### config.mk
export PLATFORM = sky130hd
export DESIGN_NAME = dmem_read_arbiter_flat
export DESIGN_NICKNAME = d
export VERILOG_FILES = /design/src/rtl/dmem_read_arbiter_pkg.sv /design/src/rtl/dmem_read_arbiter_if.sv /design/src/rtl/dmem_read_arbiter_starve.sv /design/src/rtl/dmem_read_arbiter.sv /design/src/flat_wrapper.sv
export SDC_FILE = /design/constraint.sdc
export NUM_CORES = 1
export LEC_CHECK = 0
export ABC_AREA = 1
export BUFFER_PORTS_ARGS = -buffer_cell sky130_fd_sc_hd__buf_2
export CORE_MARGIN = 5
export CORE_UTILIZATION = 42
export DETAILED_ROUTE_END_ITERATION = 16
export PLACE_DENSITY_LB_ADDON = 0.2
export SYNTH_ARGS = -nofsm -noshare
export SYNTH_HDL_FRONTEND = slang
export SYNTH_SLANG_ARGS = --single-unit
### constraint.sdc
create_clock -name clk -period 3.6 [get_ports clk]
set_clock_uncertainty 0.15 [all_clocks]
set_input_delay 0 -clock clk [delete_from_list [all_inputs] [get_ports clk]]
set_output_delay 0 -clock clk [all_outputs]
set_load 0.1 [all_outputs]
### src/rtl/dmem_read_arbiter_pkg.sv
// Shared types and constants for the data-memory read-port arbiter.
// Owner tag and FSM state encodings live here so RTL and bench agree.
package dmem_arb_pkg;

    localparam int DMEM_ADDR_W = 13;
    localparam int DMEM_DATA_W = 16;

    typedef enum logic [1:0] {
        OWN_NONE,
        OWN_CPU,
        OWN_CP
    } owner_t;

    typedef enum logic {
        ST_ARB,
        ST_LOCK
    } state_t;

    // Round-robin tie break: CPU wins unless it won the previous grant.
    function automatic logic rr_cpu_wins(input owner_t last);
        return last != OWN_CPU;
    endfunction

endpackage

### src/rtl/dmem_read_arbiter_if.sv
// Read-port bundle between the two readers, the arbiter and the bsram.
// slave: arbiter side; master: requesters plus memory side.
interface dmem_read_arbiter_if
    import dmem_arb_pkg::*;
#(
    parameter int ADDR_WIDTH = DMEM_ADDR_W,
    parameter int DATA_WIDTH = DMEM_DATA_W
);

    logic                  cpu_req;
    logic [ADDR_WIDTH-1:0] cpu_addr;
    logic                  cpu_gnt;
    logic                  cpu_rvalid;
    logic [DATA_WIDTH-1:0] cpu_rdata;

    logic                  cp_req;
    logic [ADDR_WIDTH-1:0] cp_addr;
    logic                  cp_lock;
    logic                  cp_gnt;
    logic                  cp_rvalid;
    logic [DATA_WIDTH-1:0] cp_rdata;

    logic [ADDR_WIDTH-1:0] mem_dout_addr;
    logic [DATA_WIDTH-1:0] mem_dout;

    modport slave (
        input  cpu_req,
        input  cpu_addr,
        output cpu_gnt,
        output cpu_rvalid,
        output cpu_rdata,
        input  cp_req,
        input  cp_addr,
        input  cp_lock,
        output cp_gnt,
        output cp_rvalid,
        output cp_rdata,
        output mem_dout_addr,
        input  mem_dout
    );

    modport master (
        output cpu_req,
        output cpu_addr,
        input  cpu_gnt,
        input  cpu_rvalid,
        input  cpu_rdata,
        output cp_req,
        output cp_addr,
        output cp_lock,
        input  cp_gnt,
        input  cp_rvalid,
        input  cp_rdata,
        input  mem_dout_addr,
        output mem_dout
    );

endinterface

### src/rtl/dmem_read_arbiter_starve.sv
// Saturating count of consecutive denied CPU cycles; hit_o at LIMIT.
// Only compiled in builds with DMEM_ARB_STARVE_GUARD_EN defined.
`ifdef DMEM_ARB_STARVE_GUARD_EN
module arb_starve_counter #(
    parameter int LIMIT = 8
) (
    input  logic clk,
    input  logic reset,
    input  logic inc_i,
    output logic hit_o
);

    localparam int W = (LIMIT < 1) ? 1 : $clog2(LIMIT + 1);
    localparam logic [W-1:0] LIM = W'(LIMIT);

    logic [W-1:0] cnt_q;
    logic [W-1:0] cnt_d;

    always_comb begin
        cnt_d = '0;
        if (inc_i) begin
            cnt_d = (cnt_q == LIM) ? cnt_q : cnt_q + 1'b1;
        end
    end

    always_ff @(posedge clk or negedge reset) begin
        if (!reset) begin
            cnt_q <= '0;
        end else begin
            cnt_q <= cnt_d;
        end
    end

    assign hit_o = (cnt_q == LIM);

endmodule
`endif

### src/rtl/dmem_read_arbiter.sv
// Shares the bsram read port between CPU loads and the rect copier.
// Optional CPU anti-starvation grant: DMEM_ARB_STARVE_GUARD_EN.
module dmem_read_arbiter
    import dmem_arb_pkg::*;
#(
    parameter int ADDR_WIDTH   = DMEM_ADDR_W,
    parameter int DATA_WIDTH   = DMEM_DATA_W,
    parameter int STARVE_LIMIT = 8
) (
    input  logic                clk,
    input  logic                reset,
    dmem_read_arbiter_if.slave  bus
);

    if (STARVE_LIMIT < 1) begin : g_bad_limit
        $error("STARVE_LIMIT must be >= 1");
    end

    state_t                state_q, state_d;
    owner_t                own_q, own_d;
    owner_t                last_q, last_d;
    logic [ADDR_WIDTH-1:0] addr_q, addr_d;

    logic cpu_g;
    logic cp_g;
    logic arb_mode;
    logic force_cpu;

`ifdef DMEM_ARB_STARVE_GUARD_EN
    logic starve_hit;

    arb_starve_counter #(
        .LIMIT (STARVE_LIMIT)
    ) u_starve (
        .clk   (clk),
        .reset (reset),
        .inc_i (bus.cpu_req && !cpu_g),
        .hit_o (starve_hit)
    );

    assign force_cpu = starve_hit && bus.cpu_req;
`else
    assign force_cpu = 1'b0;
`endif

    // Lock release is honoured in the same cycle cp_lock falls.
    assign arb_mode = (state_q == ST_ARB) || !bus.cp_lock;

    always_comb begin
        cpu_g = 1'b0;
        cp_g  = 1'b0;
        if (!reset) begin
            cpu_g = 1'b0;
        end else if (force_cpu) begin
            cpu_g = 1'b1;
        end else if (!arb_mode) begin
            cp_g = bus.cp_req;
        end else if (bus.cpu_req && bus.cp_req) begin
            cpu_g = rr_cpu_wins(last_q);
            cp_g  = !rr_cpu_wins(last_q);
        end else begin
            cpu_g = bus.cpu_req;
            cp_g  = bus.cp_req;
        end
    end

    always_comb begin
        state_d = state_q;
        own_d   = OWN_NONE;
        last_d  = last_q;
        addr_d  = addr_q;
        if (arb_mode) begin
            state_d = (cp_g && bus.cp_lock) ? ST_LOCK : ST_ARB;
        end
        if (cpu_g) begin
            own_d  = OWN_CPU;
            last_d = OWN_CPU;
            addr_d = bus.cpu_addr;
        end else if (cp_g) begin
            own_d  = OWN_CP;
            last_d = OWN_CP;
            addr_d = bus.cp_addr;
        end
    end

    always_ff @(posedge clk or negedge reset) begin
        if (!reset) begin
            state_q <= ST_ARB;
            own_q   <= OWN_NONE;
            last_q  <= OWN_CP;
            addr_q  <= '0;
        end else begin
            state_q <= state_d;
            own_q   <= own_d;
            last_q  <= last_d;
            addr_q  <= addr_d;
        end
    end

    assign bus.cpu_gnt       = cpu_g;
    assign bus.cp_gnt        = cp_g;
    assign bus.mem_dout_addr = addr_d;

    assign bus.cpu_rvalid = (own_q == OWN_CPU);
    assign bus.cp_rvalid  = (own_q == OWN_CP);
    assign bus.cpu_rdata  = (own_q == OWN_CPU) ? bus.mem_dout : '0;
    assign bus.cp_rdata   = (own_q == OWN_CP) ? bus.mem_dout : '0;

endmodule

### src/flat_wrapper.sv
// flat-port wrapper written by rule: the top's interface ports become plain ports
module dmem_read_arbiter_flat import dmem_arb_pkg::*;
#(
    parameter int ADDR_WIDTH   = DMEM_ADDR_W,
    parameter int DATA_WIDTH   = DMEM_DATA_W,
    parameter int STARVE_LIMIT = 8
)
  (clk, reset, bus_cpu_req, bus_cpu_addr, bus_cpu_gnt, bus_cpu_rvalid, bus_cpu_rdata, bus_cp_req, bus_cp_addr, bus_cp_lock, bus_cp_gnt, bus_cp_rvalid, bus_cp_rdata, bus_mem_dout_addr, bus_mem_dout);
  dmem_read_arbiter_if #(.ADDR_WIDTH(ADDR_WIDTH), .DATA_WIDTH(DATA_WIDTH)) bus_i ();
  input  logic clk;
  input  logic reset;
  input wire logic [$bits(bus_i.cpu_req)-1:0] bus_cpu_req;
  input wire logic [$bits(bus_i.cpu_addr)-1:0] bus_cpu_addr;
  output wire logic [$bits(bus_i.cpu_gnt)-1:0] bus_cpu_gnt;
  output wire logic [$bits(bus_i.cpu_rvalid)-1:0] bus_cpu_rvalid;
  output wire logic [$bits(bus_i.cpu_rdata)-1:0] bus_cpu_rdata;
  input wire logic [$bits(bus_i.cp_req)-1:0] bus_cp_req;
  input wire logic [$bits(bus_i.cp_addr)-1:0] bus_cp_addr;
  input wire logic [$bits(bus_i.cp_lock)-1:0] bus_cp_lock;
  output wire logic [$bits(bus_i.cp_gnt)-1:0] bus_cp_gnt;
  output wire logic [$bits(bus_i.cp_rvalid)-1:0] bus_cp_rvalid;
  output wire logic [$bits(bus_i.cp_rdata)-1:0] bus_cp_rdata;
  output wire logic [$bits(bus_i.mem_dout_addr)-1:0] bus_mem_dout_addr;
  input wire logic [$bits(bus_i.mem_dout)-1:0] bus_mem_dout;
  assign bus_i.cpu_req = bus_cpu_req;
  assign bus_i.cpu_addr = bus_cpu_addr;
  assign bus_cpu_gnt = bus_i.cpu_gnt;
  assign bus_cpu_rvalid = bus_i.cpu_rvalid;
  assign bus_cpu_rdata = bus_i.cpu_rdata;
  assign bus_i.cp_req = bus_cp_req;
  assign bus_i.cp_addr = bus_cp_addr;
  assign bus_i.cp_lock = bus_cp_lock;
  assign bus_cp_gnt = bus_i.cp_gnt;
  assign bus_cp_rvalid = bus_i.cp_rvalid;
  assign bus_cp_rdata = bus_i.cp_rdata;
  assign bus_mem_dout_addr = bus_i.mem_dout_addr;
  assign bus_i.mem_dout = bus_mem_dout;
  dmem_read_arbiter #(.ADDR_WIDTH(ADDR_WIDTH), .DATA_WIDTH(DATA_WIDTH), .STARVE_LIMIT(STARVE_LIMIT)) u_core (.clk(clk), .reset(reset), .bus(bus_i));
endmodule
---- Word level (Yosys, flattened, before mapping) ----
Index checks and enable logic that the tools add are counted.
word-level totals
  register bits ........................... 18
  latch bits .............................. 0
  bits in writable memories ............... 0
  ROM bits ................................ 0
  input port bits ......................... 47
  output and inout bits ................... 49
  logic and storage cells ................. 29
  memories ................................ 0
cells by class
  $add $sub $neg .......................... 0
  multiply operators ...................... 0
  div/mod/pow operators ................... 0
  order comparisons ....................... 0
  equal/unequal tests ..................... 3
  shift operators ......................... 0
  mux-type cells .......................... 15
  bitwise operators ....................... 1
  reductions and logical operators ........ 6
operators by type and width
  kind                                                                    number
  16-bit 2-to-1 mux                                                       2
  13-bit 2-to-1 mux                                                       2
  2-bit 2-to-1 mux                                                        4
  1-bit 2-to-1 mux                                                        7
  2-bit by 1-bit equality test with 1-bit output (second input constant)  1
  2-bit equality test (second input constant)                             1
  1-bit logical AND                                                       2
  1-bit logical NOT                                                       2
  2-bit by 1-bit != test with 1-bit output (second input constant)        1
  2-bit nonzero test                                                      1
  1-bit logical OR                                                        1
  1-bit NOT                                                               1

---- Longest topological paths before layout ----
  word-level depth ........................ 7
  gate-level depth with buffers ........... 8
  mapped depth without buffers ............ 7

---- Worst setup path before layout ----
Ideal clock, no wire load.
  path type ............................... register -> output
  from .................................... reg u_core.own_q[1]
  to ...................................... out bus_cpu_rdata[10]
  data arrival time ....................... 3.518 ns
  required time ........................... 3.450 ns
  path slack .............................. -0.068 ns
  stages on the path, launching flop included .. 5
  buffers on the path ..................... 1
  cell sequence ........................... dfrtp_1 > nor2_1 > inv_1 > buf_2 > nor2_1
on the way
  longest elaborated chain between the ends .. 2
ends and longest elaborated chain
  element                                         RTL line                  text
  start: declaration                              dmem_read_arbiter.sv:20   owner_t own_q, own_d;
  start signal: assignment                        dmem_read_arbiter.sv:94   own_q <= own_d;
  2-bit by 1-bit equality test with 1-bit output  --
  net bus_cpu_rvalid                              flat_wrapper.sv:15        output wire logic [$bits(bus_i.cpu_rvalid)-1:0] bus_cpu_rvalid;
  16-bit 2-to-1 mux                               dmem_read_arbiter.sv:106  assign bus.cpu_rdata = (own_q == OWN_CPU) ? bus.mem_dout : '0;
  end: declaration                                flat_wrapper.sv:16        output wire logic [$bits(bus_i.cpu_rdata)-1:0] bus_cpu_rdata;
The timed path passes the listed nets, and every way through them passes these cells.

---- Worst setup path in the final report ----
  from .................................... in reset
  to ...................................... out bus_mem_dout_addr[8]
on the way
  longest elaborated chain between the ends .. 3
  elaborated cells on any way between the ends .. 4
  classes of those cells .................. 4 x mux
ends and longest elaborated chain
  element                RTL line                 text
  start: declaration     flat_wrapper.sv:11       input logic reset;
  1-bit 2-to-1 mux       dmem_read_arbiter.sv:52  if (!reset) begin
  13-bit 2-to-1 mux      dmem_read_arbiter.sv:79  end else if (cp_g) begin
  13-bit 2-to-1 mux (*)  dmem_read_arbiter.sv:75  if (cpu_g) begin
  end: declaration       flat_wrapper.sv:23       output wire logic [$bits(bus_i.mem_dout_addr)-1:0] bus_mem_dout_addr;
Mark *: on every way between the ends. The rest lies on a longest branch, timed or not.

==> flow_metrics.tcl <==
set metrics [dict create \
    areaGrowthSynthToFinish_pct 65.0 \
    fillers 206 \
    syn_area_um2 1180 \
    clk_path_buf_depth 2 \
    place.detailed.hpwl_mm 2.77 \
    io_buffers 95 \
    setup.worst_path.start "reset" \
    io_pins 96 \
    yosysUniqueCellTypes 15 \
    p_int_mw 0.399 \
    numClockSinks 18 \
    cts_tree "built" \
    clk_pin_slew_worst_paths_ns 0.10 \
    pwr-share-comb_pct 59.0 \
    period_minus_slack_ns 2.89 \
    worstMarginPinSlew_ns 0.552 \
    path_class "input pin to output port" \
    sequentialPowerShare_pct 27.2 \
    wire_per_inst_um 12.0 \
    leakagePower_nw 1.29 \
    antenna_left 0 \
    hold_viol_final 0 \
    layout_worst_path_cycle_share_pct 80.4 \
    initial_utilization_pct 43.4 \
    power.share.clock_pct 13.8 \
    required_ns 3.45 \
    synth-xor-area-share_pct 0 \
    worst_hold_slack_ns 0.00149 \
    worstSkewPairLatency_ns 0.29 \
    syn_nets 225 \
    antenna_found_initial 0 \
    hp-class "input pin to register" \
    drc 0 \
    finalMaxSlewViolations 0 \
    synthCells 178 \
    worstPathArrival_ns 2.74 \
    place.gp.congestion 0.808 \
    n_antenna_cell 0 \
    synth_compound_area_share_pct 2.55 \
    r2r_start "u_core.last_q[1]$_DFFE_PN1P_" \
    slowest_delay_ns 0.56 \
    htreeDepth 1 \
    grt_max_degree 21 \
    swShare_pct 56.2 \
    synthAdderAreaFrac_pct 0 \
    die_w_um 62.9 \
    vias 1533 \
    clock-root-buffer "clkbuf_4" \
    cp_cell_sequence "dlygate4sd3_1 > buf_2 > nand2_2 > a21oi_4 > nand3_1 > nand2_1 > dlygate4sd3_1 > inv_1 > nand2_1 > buf_2" \
    drtIter0Drc 97 \
    cts_buffers 3 \
    end_kind "output port" \
    rsz0062_at_grt "false" \
    grt_pass1_wl_mm 6.81 \
    avgSynthCellArea_um2 6.61 \
    track_usage_pct 20.8 \
    synth-simple-area-share_pct 40.9 \
    routed_wl_mm 3.93 \
    firstDrtPassIters 4 \
    grt_pass1_vias 1577 \
    yosysSeqAreaShare_pct 38.4 \
    status "finished clean" \
    switching_power_mw 0.512 \
    overflow 0 \
    setup_viol 0 \
    critPathLaunchType "input pin" \
    ys_warn_count 0 \
    peakVddDrop_v 0.000576 \
    fin_nets 345 \
    dieArea_um2 3960 \
    fp.dieH_um 62.9 \
    slowest_stage "dlygate4sd3_1" \
    via_per_inst 4.67 \
    hp-start "bus_cpu_req" \
    power_density_nw_per_um2 469 \
    slew_headroom_pct 63.1 \
    max_cap_viol_count 0 \
    crit_fanout 20 \
    drive_gt1_share_pct 36.0 \
    fmax_ghz 0.346 \
    rows 19 \
    tns_ns 0 \
    synth.area.mux_share_pct 0 \
    synth_top_family_by_area "simple AND/OR/NAND/NOR gates" \
    synth_seq_cells 18 \
    core_area_um2 2710 \
]
state kept, by name, summed over array words and instances, names as in the netlist:
signal and cells:
u_core.state_q 1, u_core.addr_q 13, u_core.own_q 2, u_core.last_q 2
final timing paths:
path	to	slack [ns]	depth (start not counted)
max	bus_mem_dout_addr[8]	0.71	10
min	u_core.last_q[0]$_DFFE_PN0P_	0.001	5
max reg2reg	u_core.addr_q[12]$_DFF_PN0_	1.49	7
min reg2reg	u_core.addr_q[5]$_DFF_PN0_	0.37	2
max in group asynchronous	u_core.last_q[1]$_DFFE_PN1P_	2.94	2
min in group asynchronous	u_core.state_q$_DFFE_PN0N_	0.02	2
cells in the final DEF (no fill, tap or decap), drive strengths merged:
cell and n:
dlygate4sd3 28, buf 95, nand2 36, nor2 33, inv 39, clkbuf 4, dfstp 1, dfrtp 17
o21ai 2, nand3 41, a21oi 1
stage by stage:
step	std cells	power (mW)	instance area [µm²]	setup slack (ns)	utilization, %
6_report	328	0.911	1940	0.706	71.7
5_1_grt	328	0.954	1940	0.470	71.7
4_1_cts	328	0.911	1940	0.740	71.7
3_5_place_dp	296	0.760	1630	1.61	60.0
3_3_place_gp	296	0.758	1630	1.66	60.0
2_1_floorplan	178	0.676	1180	0.491	-
worst max-delay path: cells and delay by family:
family,cells,cell delay [ns]
buf+inv,5,1.94
simple gates,4,0.40
compound gates,1,0.38
power by group through the flow:
stage	Combinational [mW]	Sequential, mW	Clock [mW]
2_1_floorplan	0.428	0.248	0
3_3_place_gp	0.507	0.251	0
3_5_place_dp	0.508	0.252	0
4_1_cts	0.537	0.248	0.127
5_1_grt	0.567	0.251	0.136
6_report	0.538	0.248	0.125
layout make-up:
| class | instances | area [µm²] | share of cell area (%) |
|---|---|---|---|
| well taps | 31 | 38.8 | 2.00 |
| multi-input cells | 113 | 514 | 26.5 |
| flip-flops and latches | 18 | 452 | 23.2 |
| clock buffers | 4 | 36.3 | 1.87 |
| inverters | 39 | 146 | 7.53 |
| repair buffers | 123 | 756 | 38.9 |
cell families (layout without fill, tap and decap cells):
group / count (synthesis) / after routing
compound gates: 3 / 3
buf+inv: 47 / 166
simple gates: 110 / 110
flops: 18 / 18
cells in the mapped netlist:
library cell	number	area (µm²)
buf_2	3	15.0
nand2_4	1	11.3
dfrtp_1	17	425
nand2_2	2	12.5
o21ai_2	1	8.76
nand2_1	33	124
inv_1	39	146
dfstp_2	1	26.3
nor2_1	33	124
nand3_2	1	10.0
buf_6	4	45.0
nand3_1	40	200
buf_4	1	7.51
a21oi_4	1	16.3
o21ai_0	1	5.00
routing by layer:
layer / vias up / routed length, µm / GRT usage [%]
li1: 771 / - / -
met1: 663 / 1380 / 22.4
met2: 91 / 2000 / 36.5
met3: 8 / 508 / 6.29
met4: 0 / 52 / 9.55
met5: - / 0 / 0
repair_timing:
item                                   CTS  global route
gates resized for setup                  0             0
setup endpoints to repair                0             0
hold buffers                            28             0
setup buffers                            0             0
endpoints found under the hold margin   33             0
Note: power is estimated with default switching activity, not from simulation.
